$ cat src/rtl/fetch_unit.sv
// Instruction fetch stage: owns the PC, issues single-outstanding word
// requests to instruction memory, buffers responses in a small FIFO and
// hands {instr, instr_pc} to decode. Redirects from execute flush the FIFO
// and squash any in-flight wrong-path response.
// Optional feature macro: FETCH_PERF_CNT_EN adds perf_fetched/perf_flushed.
module fetch_unit #(
    parameter int unsigned           ADDR_WIDTH = 32,
    parameter int unsigned           DATA_WIDTH = 32,
    parameter int unsigned           DEPTH      = 2,
    parameter logic [ADDR_WIDTH-1:0] RESET_PC   = '0
) (
    input  logic                  clk,
    input  logic                  rst,
    output logic                  imem_req,
    output logic [ADDR_WIDTH-1:0] imem_addr,
    input  logic                  imem_gnt,
    input  logic                  imem_rvalid,
    input  logic [DATA_WIDTH-1:0] imem_rdata,
    input  logic                  redirect_en,
    input  logic [ADDR_WIDTH-1:0] redirect_pc,
    output logic                  instr_valid,
    output logic [DATA_WIDTH-1:0] instr,
    output logic [ADDR_WIDTH-1:0] instr_pc,
    input  logic                  instr_ready
`ifdef FETCH_PERF_CNT_EN
    ,
    output logic [31:0]           perf_fetched,
    output logic [31:0]           perf_flushed
`endif
);

    localparam int unsigned PTR_W = (DEPTH > 1) ? $clog2(DEPTH) : 1;
    localparam int unsigned CNT_W = PTR_W + 1;
    // Occupancy may momentarily be count + 1 before the pop is subtracted.
    localparam int unsigned OCC_W = PTR_W + 2;

    logic [ADDR_WIDTH-1:0] pc_q;
    logic [ADDR_WIDTH-1:0] tag_q;
    logic                  outstanding_q;
    logic                  drop_q;
    logic [CNT_W-1:0]      count_q;
    logic [PTR_W-1:0]      rd_ptr_q;
    logic [PTR_W-1:0]      wr_ptr_q;
    logic [DATA_WIDTH-1:0] fifo_data_q [DEPTH];
    logic [ADDR_WIDTH-1:0] fifo_pc_q   [DEPTH];

    logic             resp;
    logic             push;
    logic             pop;
    logic             grant;
    logic [OCC_W-1:0] occupancy;

    // Handshake decode and request generation.
    always_comb begin
        // A response only counts when we are actually waiting for one; a stray
        // rvalid after reset is ignored.
        resp        = imem_rvalid && outstanding_q;
        push        = resp && !drop_q;
        instr_valid = !rst && (count_q != '0);
        pop         = instr_valid && instr_ready;
        occupancy   = OCC_W'(count_q) + OCC_W'(push) - OCC_W'(pop);
        imem_req    = !rst && !redirect_en && (!outstanding_q || imem_rvalid) &&
                      (occupancy < OCC_W'(DEPTH));
        grant       = imem_req && imem_gnt;
        imem_addr   = pc_q;
        instr       = fifo_data_q[rd_ptr_q];
        instr_pc    = fifo_pc_q[rd_ptr_q];
    end

    // PC, outstanding/drop tracking and FIFO pointers.
    always_ff @(posedge clk) begin
        if (rst) begin
            pc_q          <= RESET_PC;
            tag_q         <= RESET_PC;
            outstanding_q <= 1'b0;
            drop_q        <= 1'b0;
            count_q       <= '0;
            rd_ptr_q      <= '0;
            wr_ptr_q      <= '0;
        end else if (redirect_en) begin
            pc_q     <= redirect_pc & ~ADDR_WIDTH'(3);
            count_q  <= '0;
            rd_ptr_q <= '0;
            wr_ptr_q <= '0;
            if (outstanding_q && !imem_rvalid) begin
                // Wrong-path response still to come: swallow it when it lands.
                drop_q <= 1'b1;
            end else begin
                // Either nothing in flight or it lands now and is discarded.
                outstanding_q <= 1'b0;
                drop_q        <= 1'b0;
            end
        end else begin
            if (grant) begin
                pc_q  <= pc_q + ADDR_WIDTH'(4);
                tag_q <= pc_q;
            end
            if (grant) begin
                outstanding_q <= 1'b1;
            end else if (resp) begin
                outstanding_q <= 1'b0;
            end
            if (resp) begin
                drop_q <= 1'b0;
            end
            if (push) begin
                wr_ptr_q <= wr_ptr_q + PTR_W'(1);
            end
            if (pop) begin
                rd_ptr_q <= rd_ptr_q + PTR_W'(1);
            end
            count_q <= count_q + CNT_W'(push) - CNT_W'(pop);
        end
    end

    // FIFO storage; contents need no reset since count gates validity.
    always_ff @(posedge clk) begin
        if (!rst && !redirect_en && push) begin
            fifo_data_q[wr_ptr_q] <= imem_rdata;
            fifo_pc_q[wr_ptr_q]   <= tag_q;
        end
    end

`ifdef FETCH_PERF_CNT_EN
    logic [32:0] flushed_sum;

    // Entries discarded by a redirect, widened to detect saturation.
    always_comb begin
        flushed_sum = {1'b0, perf_flushed} + 33'(count_q) + 33'(outstanding_q);
    end

    // Performance counters; a pop in a redirect cycle is wrong-path.
    always_ff @(posedge clk) begin
        if (rst) begin
            perf_fetched <= '0;
            perf_flushed <= '0;
        end else begin
            if (pop && !redirect_en) begin
                perf_fetched <= perf_fetched + 32'd1;
            end
            if (redirect_en) begin
                perf_flushed <= flushed_sum[32] ? 32'hFFFF_FFFF : flushed_sum[31:0];
            end
        end
    end
`endif

endmodule

$ cat config.mk
export PLATFORM = sky130hd
export DESIGN_NAME = fetch_unit
export DESIGN_NICKNAME = d
export VERILOG_FILES = /design/src/rtl/fetch_unit.sv
export SDC_FILE = /design/constraint.sdc
export NUM_CORES = 1
export LEC_CHECK = 0
export ABC_CLOCK_PERIOD_IN_PS = 8900
export BUFFER_PORTS_ARGS = -buffer_cell sky130_fd_sc_hd__buf_2
export CAP_MARGIN = 20
export CORE_ASPECT_RATIO = 1.75
export CORE_MARGIN = 5
export CORE_UTILIZATION = 30
export CTS_BUF_LIST = sky130_fd_sc_hd__clkbuf_16
export CTS_CLUSTER_SIZE = 28
export DETAILED_ROUTE_END_ITERATION = 7
export PLACE_DENSITY_LB_ADDON = 0.1
export SETUP_SLACK_MARGIN = 0.05
export SLEW_MARGIN = 20
export SYNTH_ARGS = -nofsm -noshare
export SYNTH_HDL_FRONTEND = slang
export SYNTH_SLANG_ARGS = --single-unit
$ cat constraint.sdc
create_clock -name clk -period 8.9 [get_ports clk]
set_input_delay 1.335 -clock clk [delete_from_list [all_inputs] [get_ports clk]]
set_output_delay 1.335 -clock clk [all_outputs]
set_load 0.01 [all_outputs]
==> out/results.txt, run 1 <==
IO Pins: 168
Post-Route WL: 18900 um
syn_area_per_cell: 12.9 um2
Fill cells: 2521
CTS tree: built
Reg power frac: 55.1%
Clk pwr share: 40.5%
synthesized area: 0.00757 mm2
Logic pwr share: 4.5%
DRC violations left: 0
largest cells by area after synthesis: edfxtp_1 49%, dfxtp_1 18%, mux2_2 9.4%, nand2_1 4.7%, a21oi_1 2.6%
top sig layer: met4
initial antenna violation count: 0
Least-Margin Pin Slew: 0.991 ns
register bit count reported by yosys: 191
Gate Count Post-Synth: 586
switching share of power: 22.4%
outcome: completed
number of setup violations in the final report: 0
RSZ-0062 raised after global routing: false
GRT Total Usage: 13.6%
clock transition at the registers of the reported paths: 0.07 ns
Crit Path Max Fanout: 53
total vias in the final route: 5033
Die Ht: 220 um
Synth cell types: 52
Post-CTS Repair Setup Buffers: 0
Tmin final: 5.31 ns
setup TNS: 0 ns
Crit. Startpoint: rst
H-Tree Depth: 4
critical path data arrival time: 5.67 ns
Yosys top cell area share: 49.2%
# rows: 77
crit path kind: in -> reg
Pint: 1370 uW
startpoint types: input pin
largest net degree at the start of global routing: 63
DRT antenna net count: 0
DRT iter0 DRCs: 273
WHS: 0.457 ns
Critical Path Sink: imem_addr[15]
Synth Flop Type: edfxtp_1
Final Hold Fails: 0
first-pass GRT wire length: 29400 um
Setup crit end kind: register
fin util: 36.8%
clock tree sinks: 191
I/O Buffers: 161
Final GP Congestion: 0.849
DRT Pass-1 Iters: 4
Final #Nets: 814
ANT cells: 0
dpl hpwl: 12600 um
maximum vdd drop: 0.000106 V
worst reg2reg setup slack: 4.64 ns
Static Leak: 0.00315 uW
Max Cap Viol: 0
routed wl met2: 9830 um
Routed WL per cell: 17.7 um
slew margin rel.: 33.7%
Post-Route Skew: 0.00791 ns
sequential area share after synthesis: 66.9%
Post-CTS Hold Fix Bufs: 0
worst min-delay path category: reg -> reg
Achievable Freq: 188 MHz
Yosys Warn Count: 0
routed wl met3: 983 um
clk_lat worst skew: 0.43 ns
Worst R2R Start: outstanding_q
vias in the first global route: 5377
asr flop ratio synth: 0%
core area: 0.0250 mm2
FF-to-FF path depth: 13
net switching power: 396 uW
area grow syn2layout: 21.7%
share of layout cells above drive strength 1: 35.7%
root buffer cell: clkbuf_16
worst path required time: 9.26 ns
Slew Limit Fails: 0
Clock Tree Buf Depth: 2
CTS Buf Count: 17
post-cts resize count: 0
Via density: 4.71
starting density of the core: 30.2%
Post-synth EDFFs: 124
period utilization: 59.6%
cell taking the most area after synthesis: edfxtp_1
DIE AREA: 0.0286 mm2
Die Wd: 130 um
final total power: 1770 uW
Critical R2R Capture: imem_addr[15]
GR Overflow Total: 0
pwr dens: 192 mW/mm2
met1 wire length: 7530 um
## power by group through the flow
stage,clock (uW),sequential (uW),combinational (uW)
2_1_floorplan,0,989,39.5
3_3_place_gp,0,991,78.9
3_5_place_dp,0,992,80.2
4_1_cts,748,972,80.5
5_1_grt,785,974,88.3
6_report,714,972,78.9
## metrics by stage
| step | worst slack [ns] | std cells | instance area (um2) |
|---|---|---|---|
| 2_1_floorplan | 2.24 | 589 | 7580 |
| 3_5_place_dp | 3.08 | 1037 | 8660 |
| 4_1_cts | 3.56 | 1069 | 9210 |
| 5_1_grt | 3.35 | 1069 | 9210 |
| 6_report | 3.59 | 1069 | 9210 |
| 3_3_place_gp | 3.20 | 1037 | 8660 |
## layer usage
layer | up-vias | track usage [%]
met5 | - | 0
met4 | 0 | 6.48
met3 | 26 | 3.90
met2 | 149 | 23.9
met1 | 2413 | 14.7
li1 | 2445 | -
## worst max-delay path, stage by stage
cell	delay, ns
buf_2	0.08
buf_4	0.47
nor2_1	0.13
and2_1	0.22
ha_1	0.27
inv_1	0.04
ha_1	0.18
fa_1	0.51
or4b_4	0.55
nor3_4	0.47
buf_4	0.47
nand2_1	0.28
or4_1	0.47
a31oi_1	0.17
## layout make-up
class                      instances  area (um2)  share of cell area [%]
timing repair buffer             164         828                    9.00
sequential                       191        5070                    55.1
multi-input combinational        358        2340                    25.4
clock buffer                      17         425                    4.62
tap                              316         395                    4.29
inverter                           8        30.0                   0.326
clock inverter                    15         123                    1.33
## logic make-up after synthesis
| family | synth area share, % |
|---|---|
| XOR/XNOR | 0.695 |
| flip-flops | 66.9 |
| multiplexers | 9.94 |
| AND/OR/NAND/NOR | 12.6 |
| adder cells (fa/ha/maj) | 0.761 |
| AO/OA/AOI/OAI | 6.55 |
| other | 0.0496 |
| buffers and inverters | 2.46 |
## how the worst min path moves through the flow
stage / slack [ns] / depth (start not counted) / to / from
after CTS: 0.46 / 0 / fifo_pc_q[0][8] / tag_q[8]
after floorplan: 0.43 / 0 / fifo_pc_q[0][10] / tag_q[10]
after detailed placement: 0.44 / 0 / fifo_pc_q[1][31] / tag_q[31]
final: 0.46 / 0 / fifo_pc_q[1][29] / tag_q[29]
after global placement: 0.43 / 0 / fifo_pc_q[0][22] / tag_q[22]
after global routing: 0.47 / 0 / fifo_pc_q[1][26] / tag_q[26]
## cell usage in the layout (no fill, tap or decap), types with 7 or more instances in the layout
master       n
buf_2      161
edfxtp_1   124
nand2_1     95
dfxtp_1     66
mux2_2      63
a21oi_1     39
nor2_1      22
nand3_1     17
clkbuf_16   17
nand4_1     14
inv_1       10
o211ai_1     9
a31oi_1      8
nor2b_1      7
and3_1       7
o21ai_0      7
## synth_stat cells (3+ instances only)
cell       instances
a21oi_1           39
a2bb2oi_1          3
a31oi_1            8
and2_1             5
and3_1             8
buf_2              5
buf_4              4
clkbuf_1          20
dfxtp_1           67
edfxtp_1         124
ha_1               3
inv_1              8
mux2_2            63
nand2_1           95
nand3_1           17
nand3b_1           3
nand4_1           14
nor2_1            22
nor2b_1            7
nor3_1             5
o211ai_1           9
o21ai_0            7
o21ai_1            4
or3_1              6
xnor2_1            5
## registers in the layout, indices dropped and copies added, names as in the netlist, named ones only
name / flops
fifo_data_q: 64
fifo_pc_q: 60
imem_addr: 30
tag_q: 30
count_q: 2
drop_q: 1
outstanding_q: 1
rd_ptr_q: 1
wr_ptr_q: 1
Power figures use the tool's default switching activity.
==> run 2: changes to the inputs <==
--- a/config.mk
+++ b/config.mk
@@ -5,7 +5,7 @@
 export SDC_FILE = /design/constraint.sdc
 export NUM_CORES = 1
 export LEC_CHECK = 0
-export ABC_CLOCK_PERIOD_IN_PS = 8900
+export ABC_CLOCK_PERIOD_IN_PS = 5340
 export BUFFER_PORTS_ARGS = -buffer_cell sky130_fd_sc_hd__buf_2
 export CAP_MARGIN = 20
 export CORE_ASPECT_RATIO = 1.75
==> constraint.sdc (replaced) <==
create_clock -name clk -period 5.34 [get_ports clk]
set_input_delay 0.801 -clock clk [delete_from_list [all_inputs] [get_ports clk]]
set_output_delay 0.801 -clock clk [all_outputs]
set_load 0.01 [all_outputs]
==> run 2 against run 1 <==
Clock skew is 0.0016 ns lower; via count rose by 0.30%; power up 73%; critical endpoint is now imem_addr[7]; largest power group unchanged.
==> out/results.txt, run 2 (same netlist as run 1, synthesis figures left out) <==
outcome: completed
Final #Nets: 815 (+0.12%)
ANT cells: 0 (unchanged)
DRC violations left: 0 (unchanged)
share of layout cells above drive strength 1: 35.8% (+0.085 points)
Post-CTS Hold Fix Bufs: 0 (unchanged)
Die Ht: 220 um (unchanged)
number of setup violations in the final report: 0 (unchanged)
Achievable Freq: 260 MHz
DIE AREA: 0.0286 mm2 (unchanged)
Crit Path Max Fanout: 40 (-25%)
CTS tree: built
Setup crit end kind: register
RSZ-0062 raised after global routing: false
Die Wd: 130 um (unchanged)
Tmin final: 3.85 ns
IO Pins: 168 (unchanged)
final total power: 3050 uW (+73%)
Post-Route WL: 18900 um (about the same)
dpl hpwl: 12700 um (+0.58%)
first-pass GRT wire length: 29700 um (+0.99%)
root buffer cell: clkbuf_16
GR Overflow Total: 0 (unchanged)
area grow syn2layout: 22.5%
DRT Pass-1 Iters: 5 (+1)
Final Hold Fails: 0 (unchanged)
core area: 0.0250 mm2 (unchanged)
clock tree sinks: 191 (unchanged)
Least-Margin Pin Slew: 1.01 ns (+0.0236 ns)
leading cell type in the layout, fill and taps excluded: buf_2
I/O Buffers: 161 (unchanged)
Clock Tree Buf Depth: 2 (unchanged)
Max Cap Viol: 0 (unchanged)
post-cts resize count: 0 (unchanged)
clock transition at the registers of the reported paths: 0.07 ns (about the same)
CTS Buf Count: 17 (unchanged)
startpoint types: input pin
crit-path cells: buf_2 -> nand2_1 -> nor2_1 -> inv_1 -> ha_1 -> inv_1 -> ha_1 -> fa_1 -> or4b_4 -> or3_4 -> nor3_1 -> mux2_1 -> a21oi_1
Final GP Congestion: 0.831 (-2.2%)
GRT Total Usage: 13.7% (+0.15 points)
total vias in the final route: 5048 (+0.30%)
max reg flops: 64 (unchanged)
CP max-delay cell: or3_4
Regs by FF count: fifo_data_q: 64 flops, fifo_pc_q: 60 flops
largest net degree at the start of global routing: 63 (unchanged)
Via density: 4.72 (+0.20%)
period utilization: 72.1%
worst min-delay path category: reg -> reg
setup TNS: 0 ns (unchanged)
crit path kind: in -> reg
DRT iter0 DRCs: 269 (-1.5%)
most frequent cells in the layout: 161 x buf_2, 124 x edfxtp_1, 95 x nand2_1, 66 x dfxtp_1, 63 x mux2_2
Slew Limit Fails: 0 (unchanged)
CP max stage delay: 0.56 ns (about the same)
# rows: 77 (unchanged)
vias in the first global route: 5334 (-0.80%)
Static Leak: 0.00316 uW (+0.31%)
clk_lat worst skew: 0.44 ns (about the same)
maximum vdd drop: 0.000205 V (+93%)
DRT antenna net count: 0 (unchanged)
critical path data arrival time: 4.21 ns (-1.46 ns)
Post-Route Skew: 0.00635 ns (-0.00156 ns)
Routed WL per cell: 17.7 um (about the same)
starting density of the core: 30.2% (unchanged)
initial antenna violation count: 0 (unchanged)
Post-CTS Repair Setup Buffers: 0 (unchanged)
pwr dens: 329 mW/mm2 (+72%)
worst path required time: 5.71 ns (-3.55 ns)
slew margin rel.: 32.1% (-1.6 points)
H-Tree Depth: 4 (unchanged)
Reg with most FFs: fifo_data_q
## run 2: critical path: cells and delay by family
family	cells	cell delay, ns
AND/OR/NAND/NOR	5	1.65
adder cells (fa/ha/maj)	3	0.98
multiplexers	1	0.35
buffers and inverters	3	0.27
AO/OA/AOI/OAI	1	0.15
## run 2: final cells by class
type	count	area (um2)
clock buffers	17	425
clock inverters	15	169
fillers	2527	15800
inverters	8	30.0
multi-input cells	358	2340
flip-flops and latches	191	5070
well taps	316	395
repair buffers	165	836
## run 2: per-stage QoR
step                area (um2)  std cells  utilization, %  hold WS (ns)  setup slack, ns
floorplan                 7580        589               -         0.425             1.12
finish                    9270       1070            37.0         0.453             1.49
CTS                       9270       1070            37.0         0.455             1.50
global route              9270       1070            37.0         0.463             1.31
detailed placement        8670       1038            34.6         0.438             1.05
global placement          8670       1038            34.6         0.432             1.11
## run 2: worst paths after layout
path | slack (ns) | cells past startpoint | startpoint | end
max | 1.49 | 13 | imem_rvalid | imem_addr[7]
min | 0.45 | 0 | tag_q[31] | fifo_pc_q[0][31]
max reg2reg | 1.58 | 12 | outstanding_q | imem_addr[7]
min reg2reg | 0.45 | 0 | tag_q[31] | fifo_pc_q[0][31]
## run 2: routing by layer
layer	GRT usage [%]	vias up	wire length, um
met3	4.17	27	1050
met2	24.3	140	10100
met1	15.1	2431	7330
met5	0	-	0
met4	5.55	0	398
li1	-	2450	-
## run 2: power by group
part	internal (uW)	switching [uW]
sequential	1590	33.5
combinational	56.2	76.4
clock	735	564
total	2380	674
